`src/rtl/lamp_sequence_monitor.sv`:
```
`default_nettype none
// +----------------------------------------------------------------------------+
// | Module  : lamp_sequence_monitor                                            |
// | Brief   : Decodes six lamp outputs into a phase and checks phase order,    |
// |           phase durations and conflicting lamp patterns (sticky errors).   |
// | Revision: 1.0 - initial release                                            |
// +----------------------------------------------------------------------------+
module lamp_sequence_monitor #(
  parameter int YELLOW_CYCLES = 5,
  parameter int MIN_GREEN     = 10,
  parameter int CNT_W         = 13
) (
  input  logic             clk,
  input  logic             reset,
  input  logic             Ga,
  input  logic             Ya,
  input  logic             Ra,
  input  logic             Gb,
  input  logic             Yb,
  input  logic             Rb,
  input  logic             clr_err,
  output logic [1:0]       phase,
  output logic             phase_valid,
  output logic [CNT_W-1:0] last_dur,
  output logic             dur_valid,
  output logic [15:0]      cycle_count,
  output logic             err_conflict,
  output logic             err_order,
  output logic             err_timing
);

  localparam logic [CNT_W-1:0] c_cnt_max = '1;
  localparam logic [CNT_W-1:0] c_cnt_one = CNT_W'(1);
  localparam logic [CNT_W-1:0] c_yellow  = CNT_W'(YELLOW_CYCLES);
  localparam logic [CNT_W-1:0] c_green   = CNT_W'(MIN_GREEN);

  typedef enum logic [1:0] {
    ST_UNSYNC     = 2'd0,
    ST_SYNC_FIRST = 2'd1,
    ST_SYNC       = 2'd2
  } state_t;

  state_t           r_state;
  logic [CNT_W-1:0] r_cnt;
  logic             r_ga, r_ya, r_ra, r_gb, r_yb, r_rb;

  logic             w_ag, w_ay, w_bg, w_by;
  logic             w_legal;
  logic [1:0]       w_new_phase;
  logic [1:0]       w_next_phase;
  logic [CNT_W-1:0] w_cnt_inc;
  logic             w_timing_bad;

  assign w_ag = r_ga & ~r_ya & ~r_ra & r_rb & ~r_gb & ~r_yb;
  assign w_ay = r_ya & ~r_ga & ~r_ra & r_rb & ~r_gb & ~r_yb;
  assign w_bg = r_gb & ~r_yb & ~r_rb & r_ra & ~r_ga & ~r_ya;
  assign w_by = r_yb & ~r_gb & ~r_rb & r_ra & ~r_ga & ~r_ya;

  assign w_legal      = w_ag | w_ay | w_bg | w_by;
  assign w_new_phase  = w_ay ? 2'd1 : w_bg ? 2'd2 : w_by ? 2'd3 : 2'd0;
  assign w_next_phase = phase + 2'd1;
  assign w_cnt_inc    = (r_cnt == c_cnt_max) ? r_cnt : r_cnt + c_cnt_one;

  // Odd phases are yellow (exact duration), even phases are green (minimum).
  assign w_timing_bad = phase[0] ? (r_cnt != c_yellow) : (r_cnt < c_green);

  always_ff @(posedge clk or negedge reset) begin
    if (!reset) begin
      r_ga         <= 1'b0;
      r_ya         <= 1'b0;
      r_ra         <= 1'b0;
      r_gb         <= 1'b0;
      r_yb         <= 1'b0;
      r_rb         <= 1'b0;
      r_state      <= ST_UNSYNC;
      r_cnt        <= '0;
      phase        <= 2'd0;
      phase_valid  <= 1'b0;
      last_dur     <= '0;
      dur_valid    <= 1'b0;
      cycle_count  <= 16'd0;
      err_conflict <= 1'b0;
      err_order    <= 1'b0;
      err_timing   <= 1'b0;
    end else begin
      r_ga      <= Ga;
      r_ya      <= Ya;
      r_ra      <= Ra;
      r_gb      <= Gb;
      r_yb      <= Yb;
      r_rb      <= Rb;
      dur_valid <= 1'b0;

      // Set conditions below are later assignments, so they win over a clear.
      if (clr_err) begin
        err_conflict <= 1'b0;
        err_order    <= 1'b0;
        err_timing   <= 1'b0;
      end

      case (r_state)
        ST_UNSYNC: begin
          if (w_legal) begin
            r_state     <= ST_SYNC_FIRST;
            phase       <= w_new_phase;
            phase_valid <= 1'b1;
            r_cnt       <= c_cnt_one;
          end
        end
        ST_SYNC_FIRST, ST_SYNC: begin
          if (!w_legal) begin
            err_conflict <= 1'b1;
            r_state      <= ST_UNSYNC;
            phase_valid  <= 1'b0;
            r_cnt        <= '0;
          end else if (w_new_phase == phase) begin
            r_cnt <= w_cnt_inc;
          end else begin
            last_dur  <= r_cnt;
            dur_valid <= 1'b1;
            r_cnt     <= c_cnt_one;
            phase     <= w_new_phase;
            r_state   <= ST_SYNC;
            if (w_new_phase != w_next_phase) begin
              err_order <= 1'b1;
            end
            // The first synced phase was only partially observed.
            if ((r_state == ST_SYNC) && w_timing_bad) begin
              err_timing <= 1'b1;
            end
            if ((phase == 2'd3) && (w_new_phase == 2'd0)) begin
              cycle_count <= cycle_count + 16'd1;
            end
          end
        end
        default: begin
          r_state     <= ST_UNSYNC;
          phase_valid <= 1'b0;
          r_cnt       <= '0;
        end
      endcase
    end
  end

endmodule
`default_nettype wire

```
`config.mk`:
```
export PLATFORM = sky130hd
export DESIGN_NAME = lamp_sequence_monitor
export DESIGN_NICKNAME = d
export VERILOG_FILES = /design/src/rtl/lamp_sequence_monitor.sv
export SDC_FILE = /design/constraint.sdc
export NUM_CORES = 1
export LEC_CHECK = 0
export BUFFER_PORTS_ARGS = -buffer_cell sky130_fd_sc_hd__buf_2
export CAP_MARGIN = 20
export CORE_ASPECT_RATIO = 0.6
export CORE_UTILIZATION = 30
export CTS_BUF_LIST = sky130_fd_sc_hd__clkbuf_8
export DETAILED_ROUTE_END_ITERATION = 16
export SLEW_MARGIN = 10
export SYNTH_ARGS = -nofsm -noshare
export SYNTH_HDL_FRONTEND = slang
export SYNTH_SLANG_ARGS = --single-unit
```
`constraint.sdc`:
```
create_clock -name clk -period 2.3 [get_ports clk]
set_input_delay 0.575 -clock clk [delete_from_list [all_inputs] [get_ports clk]]
set_output_delay 0.575 -clock clk [all_outputs]
set_load 0.02 [all_outputs]
```
==> metrics.csv, run 1 <==
metric,value,unit
cts_max_level,3,
boundaryPins,45,
root_buffer,clkbuf_8,
dr_total_vias,2102,
tightest_slew,0.506,ns
end_kind,register,
fillers,938,
synth_fp_nets,261,
post_cts_buffers,0,
ys_types,51,
maxSlewHeadroom,66.3,%
num_rows,27,
die_w,128,microns
grt_antenna_before_repair,0,
slew_violations,0,
vdd_ir_drop_max,260,uV
crit_chain,"xor2_1, and2_4, o21ai_2, buf_4, nor4_2, buf_4, and3b_1, a221o_1",
core_area,0.00919,sq mm
synth-async-reset-ratio,100,%
final_common_cell,dfrtp_1,
outcome,finished clean,
yosysWarningCount,0,
synth.avg_cell_area,11.6,sq um
drive_gt1_share,28.2,%
critical_path_class,register to register,
grt_pass1_wl,10.9,mm
cellLeakagePower,1.69,nW
drt_iter0_drc,104,
powerDensity,621,mW/mm^2
final_cell_mix,"57 x dfrtp_1, 44 x buf_2, 19 x nand2_1",
timing.final.hold_violations,0,
nets,321,
cts_hold_buf,0,
viasPerCell,4.79,
fin_area,0.00347,sq mm
hold_slack,0.176,ns
highest_layer,met4,
wl_per_cell,14.8,microns
dp_hpwl,4.68,mm
worstPathRequired,2.55,ns
cap_violations,0,
layout_setup_ws,0.178,ns
first_pass_iters,4,
path_common_cell,buf_4,
min_period,2.12,ns
max_freq,471,MHz
synth_area,0.00284,sq mm
placed_area,0.00331,sq mm
wl_met3,576,microns
max_stage_delay,0.42,ns
path_max_fanout,8,
drc,0,
antenna_cells,0,
finalSetupTns,0,ns
placed_cells,424,
synth-edff-count,0,
pre_cts_ws,0.183,ns
cts_tree,built,
grt_max_degree,37,
synth-seq-cells,57,
clock_sinks,57,
setup_viol_count_final,0,
startpoint_type,register,
finalNonFillerCells,439,
initial_utilization,30.9,%
grt_overflow,0,
wl_met2,2.37,mm
power.total,2.16,mW
clk_latency,0.36,ns
die_area,0.00987,sq mm
syn_to_final_growth,22.2,%
grtUsageTotal,14.9,%
utilization,37.8,%
cts_buffers,9,
crit_arrival,2.37,ns
wirelength,6.50,mm
grt_pass1_vias,2075,
skew,0.00991,ns
io_buffers,44,
hp-class,primary input to async pin,
antenna_left,0,
cpMaxStageDelayCell,dfrtp_1,
cts_resized,0,
cts_buffer_depth,2,
gp_congestion,0.865,
ys_seq_area_share,50.2,%
path_clk_slew,0.07,ns
die-height,77.4,microns
wl_met1,3.45,mm
rsz0062_at_grt,false,
min_period_over_period,92.3,%
synth_ff_type,dfrtp_1,
postSynthCellCount,245,
-- where the power goes --
group	leakage (nW)	switching, mW	total (mW)	internal (mW)
Sequential	0.779	0.0433	1.08	1.04
Clock	0.0846	0.426	0.803	0.377
Combinational	0.829	0.166	0.271	0.104
Total	1.69	0.636	2.16	1.52
-- worst paths after layout --
check,start,to,slack [ns],cells after the start
min in group clk,Ra,r_ra$_DFF_PN0_,0.32,1
max in group asynchronous,reset,last_dur[6]$_DFFE_PN0P_,1.54,2
hold / removal,reset,last_dur[2]$_DFFE_PN0P_,0.18,1
setup reg to reg,r_yb$_DFF_PN0_,r_cnt[7]$_DFFE_PN0P_,0.18,8
hold reg to reg,last_dur[12]$_DFFE_PN0P_,last_dur[12]$_DFFE_PN0P_,0.48,1
setup / recovery,r_yb$_DFF_PN0_,r_cnt[7]$_DFFE_PN0P_,0.18,8
-- per-layer routing --
layer / track usage, % / up-vias
met5: 0 / -
met4: 5.18 / 0
met3: 7.10 / 10
met2: 18.0 / 78
met1: 22.2 / 997
li1: - / 1017
-- logic make-up (layout without fill, tap and decap cells) --
family,count (synthesis),count (layout),synth area share [%]
adder cells (fa/ha/maj),7,7,3.08
multiplexers,14,14,5.55
XOR/XNOR,23,23,8.41
AND/OR/NAND/NOR,84,84,16.5
buffers and inverters,13,77,1.94
AO/OA/AOI/OAI,47,47,14.3
flip-flops,57,57,50.2
-- sequential cells by signal, indices dropped and copies added (netlist names) --
signal	count
phase_valid	1
r_ga	1
r_cnt	13
r_state	2
r_rb	1
last_dur	13
r_gb	1
dur_valid	1
r_ra	1
cycle_count	16
err_timing	1
phase	2
r_yb	1
r_ya	1
err_order	1
err_conflict	1
-- cells in the mapped netlist (2+ instances only) --
master	n	share of area (%)
a221o_1	3	1.1
buf_2	2	0.35
a31oi_1	2	0.44
ha_1	7	3.1
a21bo_1	2	0.70
or2_2	2	0.44
o31ai_1	2	0.53
mux2_1	14	5.6
nand3_1	15	2.6
and3_1	7	1.5
nand2_1	19	2.5
nor3_1	4	0.70
and4bb_1	2	0.88
a22o_1	7	2.2
nor2_1	12	1.6
nand4_1	4	0.88
xnor2_1	16	4.9
nor4_1	3	0.66
nand4b_1	2	0.62
o21ai_1	4	0.70
a32o_1	2	0.70
o21ai_0	9	1.6
dfrtp_1	57	50
a2111oi_4	2	1.9
o41ai_1	2	0.62
and2_1	3	0.66
nor2b_1	3	0.66
xor2_1	5	1.5
nand2b_1	2	0.44
clkbuf_1	5	0.66
nor4_2	2	0.88
inv_1	5	0.66
-- cell type report --
class / count / area (sq um) / share of cell area (%)
Sequential cell: 57 / 1430 / 41.1
Multi-Input combinational cell: 175 / 1360 / 39.2
Timing Repair Buffer: 57 / 343 / 9.88
Tap cell: 130 / 163 / 4.69
Clock buffer: 9 / 124 / 3.57
Clock inverter: 6 / 36.3 / 1.05
Inverter: 5 / 18.8 / 0.541
-- critical path, delay by kind of cell (launching register included) --
family / cells / cell delay, ns
AO/OA/AOI/OAI: 2 / 0.60
XOR/XNOR: 1 / 0.20
buffers and inverters: 2 / 0.39
flip-flops: 1 / 0.42
AND/OR/NAND/NOR: 3 / 0.40
Note: power is estimated with default switching activity, not from simulation.
==> run 2: changes to the inputs <==
--- a/constraint.sdc
+++ b/constraint.sdc
@@ -3,2 +3,2 @@
 set_output_delay 0.575 -clock clk [all_outputs]
-set_load 0.02 [all_outputs]
+set_load 0.05 [all_outputs]
==> run 2 against run 1 <==
Effect of this change: wire length decreased by 4.0%; global-route usage down 0.40 points; largest cell class unchanged; final area increased by 1.5%; flip-flop and latch count is the same; critical endpoint is now cycle_count[1]$_DFFE_PN0P_; sequential share of layout area shrank 0.60 points; highest routed layer unchanged.
==> metrics.csv, run 2 (synthesis results as in run 1) <==
metric,value,unit,change
outcome,finished clean,,unchanged
antenna_left,0,,unchanged
die_w,128,microns,unchanged
wirelength,6.24,mm,was 6.50 mm
cap_violations,0,,unchanged
viasPerCell,4.64,,was 4.79
rsz0062_at_grt,false,,unchanged
path_clk_slew,0.07,ns,about the same
timing.final.hold_violations,0,,unchanged
drc,0,,unchanged
finalSetupTns,0,ns,unchanged
clk_latency,0.35,ns,was 0.36 ns
largest_register_ffs,16,,unchanged
clock_sinks,57,,unchanged
startpoint_type,register,,unchanged
final_cell_mix,"57 x dfrtp_1, 44 x buf_2, 19 x nand2_1",,unchanged
cts_max_level,3,,unchanged
wl_per_cell,14.1,microns,was 14.8 microns
drive_gt1_share,29.1,%,was 28.2%
largest_register,cycle_count,,unchanged
placed_cells,426,,was 424
min_period,2.11,ns,was 2.12 ns
cts_buffer_depth,2,,unchanged
end_kind,register,,unchanged
cts_tree,built,,unchanged
top_regs,"cycle_count x16, last_dur x13, r_cnt x13",,unchanged
syn_to_final_growth,24.0,%,was 22.2%
core_area,0.00919,sq mm,unchanged
io_buffers,44,,unchanged
nets,325,,was 321
crit_arrival,2.34,ns,was 2.37 ns
grt_pass1_vias,1985,,was 2075
fin_area,0.00352,sq mm,was 0.00347 sq mm
powerDensity,662,mW/mm^2,was 621 mW/mm^2
boundaryPins,45,,unchanged
setup_viol_count_final,0,,unchanged
initial_utilization,30.9,%,unchanged
critical_path_class,register to register,,unchanged
max_freq,473,MHz,was 471 MHz
root_buffer,clkbuf_8,,unchanged
grt_overflow,0,,unchanged
cellLeakagePower,1.72,nW,was 1.69 nW
num_rows,27,,unchanged
cts_resized,0,,unchanged
slew_violations,0,,unchanged
tightest_slew,0.470,ns,was 0.506 ns
min_period_over_period,91.9,%,was 92.3%
grt_max_degree,21,,was 37
drt_iter0_drc,121,,was 104
vdd_ir_drop_max,397,uV,was 260 uV
antenna_cells,0,,unchanged
skew,0.0105,ns,was 0.00991 ns
die-height,77.4,microns,unchanged
grt_antenna_before_repair,0,,unchanged
cts_hold_buf,0,,unchanged
dr_total_vias,2055,,was 2102
final_common_cell,dfrtp_1,,unchanged
utilization,38.3,%,was 37.8%
first_pass_iters,4,,unchanged
path_max_fanout,4,,was 8
worstPathRequired,2.53,ns,was 2.55 ns
power.total,2.33,mW,was 2.16 mW
layout_setup_ws,0.186,ns,was 0.178 ns
grtUsageTotal,14.5,%,was 14.9%
die_area,0.00987,sq mm,unchanged
hold_slack,0.162,ns,was 0.176 ns
dp_hpwl,4.60,mm,was 4.68 mm
finalNonFillerCells,443,,was 439
maxSlewHeadroom,68.4,%,was 66.3%
hp-class,primary input to async pin,,unchanged
pre_cts_ws,0.191,ns,was 0.183 ns
cts_buffers,9,,unchanged
placed_area,0.00331,sq mm,about the same
grt_pass1_wl,10.7,mm,was 10.9 mm
gp_congestion,0.880,,was 0.865
[run 2: cell types whose count changed in the layout (fill, tap and decap cells not counted), sizes merged]
cell / before / now
bufinv: 0 / 1
buf: 57 / 61
clkbuf: 9 / 10
clkinv: 5 / 3
[run 2: final cells by class]
type / instances / area, sq um
fill: 927 / 5670
sequential: 57 / 1430
inverter: 5 / 18.8
clock buffer: 10 / 138
timing repair buffer: 61 / 360
multi-input combinational: 175 / 1360
clock inverter: 5 / 56.3
tap: 130 / 163
[run 2: worst max-delay path, stage by stage (launching register included)]
cell and delay (ns):
dfrtp_1 0.42, nor4b_2 0.33, and2_4 0.25, o21ai_2 0.13, buf_4 0.19, a211oi_2 0.33
mux2_1 0.36
[run 2: timing repair]
action / 4_1_cts / 5_1_grt
hold endpoints to repair: 0 / 0
setup buffers: 0 / 2
setup endpoints to repair: 0 / 1
[run 2: path summary, 6_finish.rpt]
kind / from / cells past startpoint / endpoint / slack, ns
worst min-delay path: reset / 1 / cycle_count[12]$_DFFE_PN0P_ / 0.16
worst max register to register: r_rb$_DFF_PN0_ / 6 / cycle_count[1]$_DFFE_PN0P_ / 0.19
max in group asynchronous: reset / 2 / last_dur[3]$_DFFE_PN0P_ / 1.50
worst max-delay path: r_rb$_DFF_PN0_ / 6 / cycle_count[1]$_DFFE_PN0P_ / 0.19
worst min register to register: cycle_count[15]$_DFFE_PN0P_ / 1 / cycle_count[15]$_DFFE_PN0P_ / 0.47
min in group clk: Ya / 1 / r_ya$_DFF_PN0_ / 0.33
[run 2: power breakdown]
part / total (mW) / leakage [nW] / internal, mW / switching, mW
Combinational: 0.323 / 0.845 / 0.113 / 0.210
Sequential: 1.07 / 0.779 / 1.04 / 0.0340
Clock: 0.935 / 0.0981 / 0.521 / 0.415
[run 2: routing by layer]
| metal | wire (microns) | global-route usage (%) | vias to the layer above |
|---|---|---|---|
| li1 | - | - | 1016 |
| met5 | 0 | 0 | - |
| met1 | 3520 | 22.5 | 970 |
| met2 | 2150 | 16.8 | 64 |
| met4 | 69 | 5.29 | 0 |
| met3 | 503 | 6.28 | 5 |
==> run 3: changes to the inputs <==
- ABC_AREA: not set -> 1
- CORE_ASPECT_RATIO: 0.6 -> 0.9
==> run 3 against run 2 <==
Effect of this change: worst hold slack better by 0.17 ns; clock-buffer cell count grew 1; critical endpoint is now r_cnt[4]$_DFFE_PN0P_; flip-flop and latch count unchanged; via count increased by 25%; combinational power is 27% higher.
==> metrics.csv, run 3 <==
metric,value,unit,change
outcome,finished clean,,unchanged
cpMaxStageDelayCell,dfrtp_1,,unchanged
hold_slack,0.337,ns,was 0.162 ns
utilization,36.3,%,was 38.3%
regArea,0.00143,sq mm,unchanged
io_buffers,44,,unchanged
synth_area,0.00316,sq mm,was 0.00284 sq mm
synth_top_area_share,45.2,%,was 50.2%
yosysWarningCount,0,,unchanged
grtUsageTotal,14.5,%,about the same
top_regs,"cycle_count x16, last_dur x13, r_cnt x13",,unchanged
cellLeakagePower,1.89,nW,was 1.72 nW
cts_hold_buf,0,,unchanged
synth-async-reset-ratio,100,%,unchanged
synthTopCellsByArea,"dfrtp_1 45%, nand2_1 12%, xor2_1 5.0%, inv_1 4.9%, nand3_1 4.4%",,"was dfrtp_1 50%, mux2_1 5.6%, xnor2_1 4.9%, ha_1 3.1%, nand3_1 2.6%"
final_cell_mix,"98 x nand2_1, 57 x dfrtp_1, 44 x buf_2",,"was 57 x dfrtp_1, 44 x buf_2, 19 x nand2_1"
cts_buffers,9,,unchanged
max_stage_delay,0.46,ns,was 0.42 ns
finalSetupTns,0,ns,unchanged
grt_pass1_vias,2530,,was 1985
drc,0,,unchanged
end_kind,register,,unchanged
wirelength,7.00,mm,was 6.24 mm
post_synth_and_or_nand_nor_area_fraction,31.6,%,was 16.5%
synth-seq-cells,57,,unchanged
cts_tree,built,,unchanged
synthMuxAreaShare,0,%,was 5.55%
dp_hpwl,5.18,mm,was 4.60 mm
yosysMostFrequentCell,nand2_1,,was dfrtp_1
cts_resized,0,,unchanged
boundaryPins,45,,unchanged
vdd_ir_drop_max,369,uV,was 397 uV
fin_area,0.00372,sq mm,was 0.00352 sq mm
powerDensity,689,mW/mm^2,was 662 mW/mm^2
crit_arrival,2.26,ns,was 2.34 ns
rsz0062_at_grt,false,,unchanged
synth_top_family_by_area,simple AND/OR/NAND/NOR gates,,unchanged
crit_chain,"ha_1, nand3_1, nor3_2, nand3_1, nor2_1, nand3_1, nand2_1, nand2_1, o21ai_1",,"was nor4b_2, and2_4, o21ai_2, buf_4, a211oi_2, mux2_1"
drive_gt1_share,23.5,%,was 29.1%
cap_violations,0,,unchanged
grt_overflow,0,,unchanged
largest_register,cycle_count,,unchanged
startpoint_type,register,,unchanged
largest_register_ffs,16,,unchanged
hp-class,primary input to register,,was primary input to async pin
synthXorXnorAreaFrac,6.38,%,was 8.41%
die_area,0.0109,sq mm,was 0.00987 sq mm
crit_family,simple AND/OR/NAND/NOR gates,,unchanged
initial_utilization,30.8,%,was 30.9%
slew_violations,0,,unchanged
grt_max_degree,58,,was 21
timing.final.hold_violations,0,,unchanged
grt_antenna_before_repair,0,,unchanged
final_common_cell,nand2_1,,was dfrtp_1
cts_max_level,3,,unchanged
synth.avg_cell_area,8.49,sq um,was 11.6 sq um
syn_to_final_growth,18.0,%,was 24.0%
path_common_cell,nand3_1,,
yosysTopAreaCell,dfrtp_1,,unchanged
grt_pass1_wl,12.1,mm,was 10.7 mm
clk_latency,0.35,ns,about the same
multi_input_area,0.00149,sq mm,was 0.00136 sq mm
synth_compound_area_share,6.54,%,was 14.3%
tightest_slew,0.717,ns,was 0.470 ns
dr_total_vias,2565,,was 2055
path_max_fanout,12,,was 4
first_pass_iters,4,,unchanged
antenna_left,0,,unchanged
min_period_over_period,86.4,%,was 91.9%
gp_congestion,0.831,,was 0.880
synth_fa_ha_area_share,2.77,%,was 3.08%
power.total,2.57,mW,was 2.33 mW
post_cts_buffers,0,,unchanged
synth_fp_nets,388,,was 261
root_buffer,clkbuf_8,,unchanged
maxSlewHeadroom,52.2,%,was 68.4%
ys_seq_area_share,45.2,%,was 50.2%
ys_types,30,,was 51
die_w,110,microns,was 128 microns
setup_viol_count_final,0,,unchanged
critical_path_buf_inv_count,0,,was 1
wl_per_cell,12.5,microns,was 14.1 microns
synth_commonest_cells,"98 x nand2_1, 57 x dfrtp_1, 41 x inv_1",,"was 57 x dfrtp_1, 19 x nand2_1, 16 x xnor2_1"
synth_ff_type,dfrtp_1,,unchanged
critical_path_class,register to register,,unchanged
nets,441,,was 325
path_clk_slew,0.07,ns,about the same
die-height,99.3,microns,was 77.4 microns
skew,0.00939,ns,was 0.0105 ns
antenna_cells,0,,unchanged
viasPerCell,4.59,,was 4.64
cts_buffer_depth,2,,unchanged
worstPathRequired,2.57,ns,was 2.53 ns
min_period,1.99,ns,was 2.11 ns
placed_area,0.00349,sq mm,was 0.00331 sq mm
clock_sinks,57,,unchanged
max_freq,503,MHz,was 473 MHz
num_rows,35,,was 27
postSynthCellCount,372,,was 245
drt_iter0_drc,110,,was 121
fillers,1047,,was 927
core_area,0.0102,sq mm,was 0.00919 sq mm
synth-edff-count,0,,unchanged
-- run 3: changes by cell type after synthesis, moves of 9 or more --
cell	before	now
mux2_1	14	0
nand2_2	0	9
xnor2_1	16	5
inv_1	5	41
nand2_1	19	98
nand3_1	15	28
o21ai_2	1	10
nor2_1	12	37
xor2_1	5	18
-- run 3: worst register-to-register path, cell delays in order (launching register included) --
cell	delay [ns]
dfrtp_1	0.46
ha_1	0.24
nand3_1	0.18
nor3_2	0.23
nand3_1	0.10
nor2_1	0.11
nand3_1	0.08
nand2_1	0.32
nand2_1	0.10
o21ai_1	0.09
-- run 3: where the power goes --
| part | total [mW] | switching (mW) | internal [mW] |
|---|---|---|---|
| Sequential | 1.09 | 0.0440 | 1.05 |
| Combinational | 0.409 | 0.308 | 0.102 |
| Clock | 1.07 | 0.401 | 0.664 |
| Total | 2.57 | 0.753 | 1.81 |
-- run 3: routing by layer --
| metal | part of all wire, % | global-route usage (%) | vias up |
|---|---|---|---|
| met2 | 43 | 20.7 | 74 |
| met1 | 50 | 20.0 | 1192 |
| met5 | 0 | 0 | - |
| li1 | - | - | 1289 |
| met3 | 5.9 | 4.91 | 10 |
| met4 | 1.7 | 5.77 | 0 |
-- run 3: cell families (layout without fill, tap and decap cells) --
family                   count (synthesis)  count (layout)
AO/OA/AOI/OAI                           33              33
XOR/XNOR                                23              23
adder cells (fa/ha/maj)                  7               7
buffers and inverters                   47             105
flip-flops                              57              57
AND/OR/NAND/NOR                        205             205
-- run 3: through the flow --
step                cells  worst slack, ns
floorplan             372            0.566
global placement      543            0.399
detailed placement    543            0.365
CTS                   559            0.343
global route          559            0.136
finish                559            0.313
-- run 3: path summary, 6_finish.rpt --
path	slack (ns)	depth (start not counted)	from	endpoint
max reg2reg	0.31	9	r_cnt[0]$_DFFE_PN0P_	r_cnt[4]$_DFFE_PN0P_
max in group asynchronous	1.45	2	reset	cycle_count[4]$_DFFE_PN0P_
min	0.34	1	Ga	r_ga$_DFF_PN0_
min in group asynchronous	0.36	2	reset	phase[0]$_DFFE_PN0P_
max	0.31	9	r_cnt[0]$_DFFE_PN0P_	r_cnt[4]$_DFFE_PN0P_
min reg2reg	0.48	2	last_dur[11]$_DFFE_PN0P_	last_dur[11]$_DFFE_PN0P_
-- run 3: area by class of cell --
| class | count | share of cell area, % |
|---|---|---|
| clock buffers | 11 | 4.07 |
| clock inverters | 5 | 2.08 |
| inverters | 42 | 4.23 |
| multi-input cells | 268 | 40.1 |
| flip-flops and latches | 57 | 38.3 |
| well taps | 129 | 4.33 |
| repair buffers | 47 | 6.85 |
